## src/rtl/exe_muldiv.sv

```systemverilog
`timescale 1ns/1ps
// exe_muldiv -- iterative RV32M multiply/divide unit for the EXE stage.
//
// Takes operands straight from the ID/EXE register outputs. Raises a stall
// while an M-extension op is running. Delivers the 32-bit result on a
// one-cycle done pulse. Non-M instructions are ignored and never stalled.
//
// Multiplies use 32 shift-add steps on operand magnitudes.
// Divides use 32 restoring steps on operand magnitudes.
// Divide-by-zero and signed overflow are resolved without iterating.
//
// Optional build macro:
//   MULDIV_FAST_MUL_EN - all multiplies finish in one cycle through a
//                        combinational 33x33 signed multiply. Divides are
//                        unaffected.
//
// Ports:
//   clk, rst_n            clock (rising edge), asynchronous active-low reset
//   exe_valid, exe_rtype  EXE holds a real OP (R-type) instruction
//   exe_funct7/funct3     7'b0000001 selects M; funct3 selects the M op
//   exe_rs1_data/rs2_data forwarded source operands
//   exe_flush             abort any in-flight op, no done pulse
//   muldiv_stall          hold PC, IF/ID, ID/EXE; bubble into EXE/MEM
//   muldiv_busy           iterating (MUL or DIV state)
//   muldiv_done           one-cycle pulse, muldiv_result valid
//   muldiv_result         registered result, held until the next completion
module exe_muldiv (
    input  logic        clk,
    input  logic        rst_n,
    input  logic        exe_valid,
    input  logic        exe_rtype,
    input  logic [6:0]  exe_funct7,
    input  logic [2:0]  exe_funct3,
    input  logic [31:0] exe_rs1_data,
    input  logic [31:0] exe_rs2_data,
    input  logic        exe_flush,
    output logic        muldiv_stall,
    output logic        muldiv_busy,
    output logic        muldiv_done,
    output logic [31:0] muldiv_result
);

    typedef enum logic [1:0] {S_IDLE, S_MUL, S_DIV, S_DONE} state_t;

    state_t      state_reg;
    logic [2:0]  op_reg;
    logic        negate_reg;
    logic [4:0]  count_reg;
    logic [31:0] opa_reg;     // multiplicand, or divisor
    logic [63:0] acc_reg;     // mul: {product hi, multiplier/product lo}; div: {remainder, dividend/quotient}
    logic [31:0] result_reg;
    logic        done_reg;
    logic        busy_reg;

    // ---------------- start decode ----------------
    logic start;
    logic is_div;
    logic sgn1, sgn2;
    logic neg1, neg2;
    logic [31:0] mag1, mag2;
    logic neg_in;
    logic div_zero, div_ovf;
    logic [31:0] special_result;

    assign start  = exe_valid & exe_rtype & (exe_funct7 == 7'b0000001)
                  & (state_reg == S_IDLE) & ~exe_flush;
    assign is_div = exe_funct3[2];

    // rs1 is signed for MULH, MULHSU, DIV, REM; rs2 for MULH, DIV, REM
    assign sgn1 = (exe_funct3 == 3'b001) | (exe_funct3 == 3'b010)
                | (exe_funct3 == 3'b100) | (exe_funct3 == 3'b110);
    assign sgn2 = (exe_funct3 == 3'b001) | (exe_funct3 == 3'b100)
                | (exe_funct3 == 3'b110);

    assign neg1 = sgn1 & exe_rs1_data[31];
    assign neg2 = sgn2 & exe_rs2_data[31];
    assign mag1 = neg1 ? (32'd0 - exe_rs1_data) : exe_rs1_data;
    assign mag2 = neg2 ? (32'd0 - exe_rs2_data) : exe_rs2_data;

    // Remainder follows the dividend sign; products and quotients follow
    // the sign difference of the operands.
    assign neg_in = (exe_funct3 == 3'b110) ? neg1 : (neg1 ^ neg2);

    assign div_zero = (exe_rs2_data == 32'd0);
    assign div_ovf  = ((exe_funct3 == 3'b100) | (exe_funct3 == 3'b110))
                    & (exe_rs1_data == 32'h8000_0000)
                    & (exe_rs2_data == 32'hFFFF_FFFF);

    always_comb begin
        special_result = 32'd0;
        if (div_zero)
            special_result = exe_funct3[1] ? exe_rs1_data : 32'hFFFF_FFFF;
        else
            special_result = exe_funct3[1] ? 32'd0 : 32'h8000_0000;
    end

`ifdef MULDIV_FAST_MUL_EN
    // 33-bit operands carry the sign extension for the signed variants.
    logic signed [32:0] fast_a, fast_b;
    logic signed [63:0] fast_prod;
    logic [31:0]        fast_word;

    assign fast_a    = {neg1 ? 1'b1 : 1'b0, exe_rs1_data};
    assign fast_b    = {neg2 ? 1'b1 : 1'b0, exe_rs2_data};
    assign fast_prod = fast_a * fast_b;
    assign fast_word = (exe_funct3 == 3'b000) ? fast_prod[31:0] : fast_prod[63:32];
`endif

    // ---------------- iteration datapath ----------------
    // Shift-add: add multiplicand into the high half when the current
    // multiplier LSB is set, then shift the whole accumulator right.
    logic [32:0] mul_sum;
    logic [63:0] mul_next;
    logic [63:0] mul_signed;
    logic [31:0] mul_word;

    assign mul_sum    = {1'b0, acc_reg[63:32]} + (acc_reg[0] ? {1'b0, opa_reg} : 33'd0);
    assign mul_next   = {mul_sum, acc_reg[31:1]};
    assign mul_signed = negate_reg ? (64'd0 - mul_next) : mul_next;
    assign mul_word   = (op_reg == 3'b000) ? mul_signed[31:0] : mul_signed[63:32];

    // Restoring divide: bring the next dividend bit into the partial
    // remainder and subtract the divisor if it fits. When it fits the
    // difference is below the divisor, so 32-bit wrap-around is exact.
    logic [32:0] div_shifted;
    logic        div_fits;
    logic [31:0] div_sub;
    logic [63:0] div_next;
    logic [31:0] div_sel;
    logic [31:0] div_word;

    assign div_shifted = acc_reg[63:31];
    assign div_fits    = (div_shifted >= {1'b0, opa_reg});
    assign div_sub     = acc_reg[62:31] - opa_reg;
    assign div_next    = div_fits ? {div_sub, acc_reg[30:0], 1'b1}
                                  : {acc_reg[62:0], 1'b0};
    assign div_sel     = op_reg[1] ? div_next[63:32] : div_next[31:0];
    assign div_word    = negate_reg ? (32'd0 - div_sel) : div_sel;

    // ---------------- control ----------------
    always_ff @(posedge clk or negedge rst_n) begin
        if (!rst_n) begin
            state_reg  <= S_IDLE;
            op_reg     <= 3'd0;
            negate_reg <= 1'b0;
            count_reg  <= 5'd0;
            opa_reg    <= 32'd0;
            acc_reg    <= 64'd0;
            result_reg <= 32'd0;
            done_reg   <= 1'b0;
            busy_reg   <= 1'b0;
        end else if (exe_flush) begin
            state_reg <= S_IDLE;
            done_reg  <= 1'b0;
            busy_reg  <= 1'b0;
        end else begin
            case (state_reg)
                S_IDLE: begin
                    done_reg <= 1'b0;
                    if (start) begin
                        op_reg     <= exe_funct3;
                        negate_reg <= neg_in;
                        count_reg  <= 5'd0;
                        if (!is_div) begin
`ifdef MULDIV_FAST_MUL_EN
                            result_reg <= fast_word;
                            state_reg  <= S_DONE;
                            done_reg   <= 1'b1;
`else
                            opa_reg   <= mag1;
                            acc_reg   <= {32'd0, mag2};
                            state_reg <= S_MUL;
                            busy_reg  <= 1'b1;
`endif
                        end else if (div_zero | div_ovf) begin
                            result_reg <= special_result;
                            state_reg  <= S_DONE;
                            done_reg   <= 1'b1;
                        end else begin
                            opa_reg   <= mag2;
                            acc_reg   <= {32'd0, mag1};
                            state_reg <= S_DIV;
                            busy_reg  <= 1'b1;
                        end
                    end
                end
                S_MUL: begin
                    acc_reg   <= mul_next;
                    count_reg <= count_reg + 5'd1;
                    if (count_reg == 5'd31) begin
                        result_reg <= mul_word;
                        state_reg  <= S_DONE;
                        done_reg   <= 1'b1;
                        busy_reg   <= 1'b0;
                    end
                end
                S_DIV: begin
                    acc_reg   <= div_next;
                    count_reg <= count_reg + 5'd1;
                    if (count_reg == 5'd31) begin
                        result_reg <= div_word;
                        state_reg  <= S_DONE;
                        done_reg   <= 1'b1;
                        busy_reg   <= 1'b0;
                    end
                end
                default: begin
                    // DONE: the finished instruction advances this cycle.
                    // It cannot retrigger because the state is not IDLE.
                    state_reg <= S_IDLE;
                    done_reg  <= 1'b0;
                end
            endcase
        end
    end

    assign muldiv_stall  = ~exe_flush & (start | (state_reg == S_MUL) | (state_reg == S_DIV));
    assign muldiv_busy   = busy_reg;
    assign muldiv_done   = done_reg;
    assign muldiv_result = result_reg;

endmodule

```

## config.mk

```make
export PLATFORM = sky130hd
export DESIGN_NAME = exe_muldiv
export DESIGN_NICKNAME = d
export VERILOG_FILES = /design/src/rtl/exe_muldiv.sv
export SDC_FILE = /design/constraint.sdc
export NUM_CORES = 1
export LEC_CHECK = 0
export ABC_AREA = 0
export CORE_ASPECT_RATIO = 0.75
export CORE_UTILIZATION = 25
export DETAILED_ROUTE_END_ITERATION = 10
export MAX_ROUTING_LAYER = met4
export PLACE_DENSITY_LB_ADDON = 0.25
export REMOVE_ABC_BUFFERS = 1
export SKIP_CTS_REPAIR_TIMING = 1
export SYNTH_ARGS = -nofsm -noshare
export SYNTH_HDL_FRONTEND = slang
export SYNTH_SLANG_ARGS = --single-unit
```

## constraint.sdc

```tcl
create_clock -name clk -period 7.3 [get_ports clk]
set_input_delay 1.46 -clock clk [delete_from_list [all_inputs] [get_ports clk]]
set_output_delay 1.46 -clock clk [all_outputs]
set_load 0.01 [all_outputs]
```

==> results.json <==
{
  "tightestPinTransition_ns": 1.344,
  "netlist_instances": 2410,
  "drt_iter0_drc": 2221,
  "syn_area_mm2": 0.01716,
  "crit_buf_inv": 2,
  "fmax_mhz": 162.0,
  "grt_pass1_vias": 17560,
  "utilization_pct": 29.18,
  "holdCritPathClass": "flip-flop to flip-flop",
  "fin_skew_ns": 0.01699,
  "seqPwrFrac_pct": 19.8,
  "root_buffer": "clkbuf_16",
  "dieHeight_um": 228.9,
  "grt_use_total_pct": 23.07,
  "hold_path_depth": 2,
  "crit_family": "simple AND/OR/NAND/NOR gates",
  "synth_flop_cell": "dfrtp_1",
  "core_area_mm2": 0.06730,
  "antenna_found_initial": 2,
  "reg2reg_depth": 20,
  "p_int_mw": 2.799,
  "synth_cell_type_count": 95,
  "clkPwrFrac_pct": 15.7,
  "worstSetupPathDepth": 20,
  "setup_viol": 0,
  "powerDensity_mw_per_mm2": 310.6,
  "final_cell_mix": "nand2_1 (297), o21ai_0 (258), nor2_1 (204)",
  "dp_cells": 3260,
  "synth-edff-count": 0,
  "combPwrFrac_pct": 64.5,
  "drv_slew": 0,
  "syn_avg_cell_area_um2": 7.121,
  "cts_buffers": 17,
  "final_common_cell": "nand2_1",
  "slowest_delay_ns": 0.55,
  "endpoint_kind": "flip-flop",
  "yosysSeqAreaShare_pct": 20.56,
  "die_w_um": 304.5,
  "ios": 114,
  "yosysWarnings": 0,
  "slew_headroom_pct": 10.39,
  "setup_tns_ns": 0,
  "cts_buffer_depth": 2,
  "routed_via_density": 5.812,
  "path_max_fanout": 6,
  "p_sw_share_pct": 54.12,
  "required_ns": 7.68,
  "first_pass_iters": 6,
  "fin_crit_sh_pct": 84.56,
  "max-vdd-ir-drop_mv": 0.1826,
  "fill_cells": 7399,
  "period_needed_ns": 6.173,
  "grt_first_pass_wirelength_um": 118700,
  "port_buffers": 113,
  "cp.arrival_ns": 6.56,
  "grt_remaining_overflow": 0,
  "cp-start-kind": "flip-flop",
  "post-place-ws_ns": 0.9322,
  "clkSinkCount": 141,
  "critical_path.cell_chain": "inv_1 -> ha_1 -> nand4b_1 -> nor4_1 -> a31oi_1 -> o31a_1 -> and3_1 -> o31ai_1 -> ha_1 -> nand2_1 -> or3_1 -> nor3_1 -> a311oi_1 -> buf_4 -> or2_0 -> nor3_1 -> nand4bb_1 -> o31a_1 -> or4_1 -> o211ai_2",
  "h-tree-depth": 4,
  "drive_gt1_share_pct": 5.648,
  "drc_errors": 0,
  "maxCapViolCount": 0,
  "grt_setup_unrepaired": "false",
  "drtAntennaViolNets": 0,
  "nets": 2553,
  "grt_max_degree": 88,
  "cts_tree": "built",
  "outcome": "finished clean",
  "critical_path.slowest_cell": "nand4b_1",
  "start_util_pct": 25.50,
  "synth-async-reset-ratio_pct": 100.0,
  "clock_latency_ns": 0.47,
  "largest_reg_flops": 64,
  "post_drt_wl_per_cell_um": 24.26,
  "dp_hpwl_um": 61860,
  "p_leak_nw": 7.819,
  "area_growth_pct": 14.44,
  "instances_no_fill": 3291,
  "place_congestion": 1.017,
  "hold_viol": 0,
  "worstSetupPathType": "flip-flop to flip-flop",
  "worst_slack_ns": 1.127,
  "dr_total_vias": 19130,
  "rows": 82,
  "drt-total-wl_um": 79840,
  "holdWs_ns": 0.4886,
  "p_switching_mw": 3.301,
  "path_clk_slew_ns": 0.06,
  "die-area_mm2": 0.06971,
  "ys_ff_latch": 141
}
## power groups by stage
stage | Clock [mW] | Combinational (mW) | Sequential [mW]
2_1_floorplan | 0 | 2.51 | 1.10
5_1_grt | 0.998 | 4.23 | 1.23
4_1_cts | 0.969 | 3.82 | 1.20
6_report | 0.960 | 3.93 | 1.21
3_3_place_gp | 0 | 3.80 | 1.21
3_5_place_dp | 0 | 3.80 | 1.21
## cell usage after synthesis, types with 15 or more instances
library cell | count | area [um2]
nor4_1 | 25 | 156.4
a211oi_1 | 32 | 240.2
nand3_1 | 39 | 195.2
nand4_1 | 45 | 281.5
a21oi_1 | 196 | 980.9
clkbuf_1 | 153 | 574.3
a31oi_1 | 25 | 156.4
o31ai_1 | 53 | 397.9
xor2_1 | 81 | 709.4
a221o_1 | 30 | 300.3
nor2_1 | 206 | 773.2
mux2_2 | 15 | 168.9
o211ai_1 | 28 | 210.2
xnor2_1 | 101 | 884.6
o21a_1 | 15 | 112.6
a22oi_1 | 26 | 195.2
nand2_1 | 298 | 1119
or3_1 | 29 | 181.4
dfrtp_1 | 141 | 3528
o41ai_1 | 17 | 148.9
inv_1 | 73 | 274.0
ha_1 | 75 | 938.4
a21o_1 | 35 | 262.8
nand2b_1 | 16 | 100.1
and2_1 | 52 | 325.3
nor3_1 | 56 | 280.3
mux2i_1 | 26 | 260.3
o21ai_0 | 258 | 1291
buf_2 | 16 | 80.08
## worst register-to-register path, cell delays in order, from the launching register on
cell	delay (ns)
dfrtp_1	0.42
inv_1	0.06
ha_1	0.35
nand4b_1	0.55
nor4_1	0.51
a31oi_1	0.20
o31a_1	0.20
and3_1	0.20
o31ai_1	0.48
ha_1	0.29
nand2_1	0.08
or3_1	0.32
nor3_1	0.13
a311oi_1	0.07
buf_4	0.19
or2_0	0.38
nor3_1	0.43
nand4bb_1	0.37
o31a_1	0.36
or4_1	0.41
o211ai_2	0.09
## stage by stage
step	area, um2	total power, mW
floorplan	16430	3.613
global placement	19030	5.011
detailed placement	19030	5.008
CTS	19640	5.992
global route	19640	6.454
finish	19640	6.100
## layer usage
layer	track usage, %	vias to the layer above	part of all wire (%)
li1	-	8806	-
met1	33.88	9414	49
met2	30.92	839	40
met3	5.137	69	8.8
met4	6.282	0	2.6
met5	-	-	0
## kinds of logic after synthesis
logic type,count (synthesis),synth area share [%]
buffers and inverters,258,5.876
and+or+nand+nor,851,23.56
muxes,42,2.588
xor gates and xnor gates,182,9.288
DFF,141,20.56
adders and majority gates,77,5.701
AOI/OAI and AO/OA,859,32.43
## path summary, 6_finish.rpt
| kind | from | endpoint | slack, ns |
|---|---|---|---|
| worst max-delay path | opa_reg[29] | muldiv_result[28] | 1.13 |
| worst min-delay path | muldiv_result[27] | muldiv_result[27] | 0.49 |
| worst max register to register | opa_reg[29] | muldiv_result[28] | 1.13 |
| worst min register to register | muldiv_result[27] | muldiv_result[27] | 0.49 |
| max in group asynchronous | rst_n | negate_reg | 4.59 |
| min in group asynchronous | rst_n | acc_reg[1] | 1.07 |
## area by class of cell
| class | count | area, um2 | share of cell area, % |
|---|---|---|---|
| Tap cell | 882 | 1104 | 5.619 |
| Inverter | 74 | 277.8 | 1.414 |
| Sequential cell | 141 | 3531 | 17.98 |
| Multi-Input combinational cell | 2011 | 12680 | 64.58 |
| Clock buffer | 20 | 466.7 | 2.376 |
| Clock inverter | 10 | 140.1 | 0.7136 |
| Antenna cell | 1 | 2.502 | 0.01274 |
| Timing Repair Buffer | 152 | 1435 | 7.308 |
No activity file was read; power rests on OpenSTA's default activity.
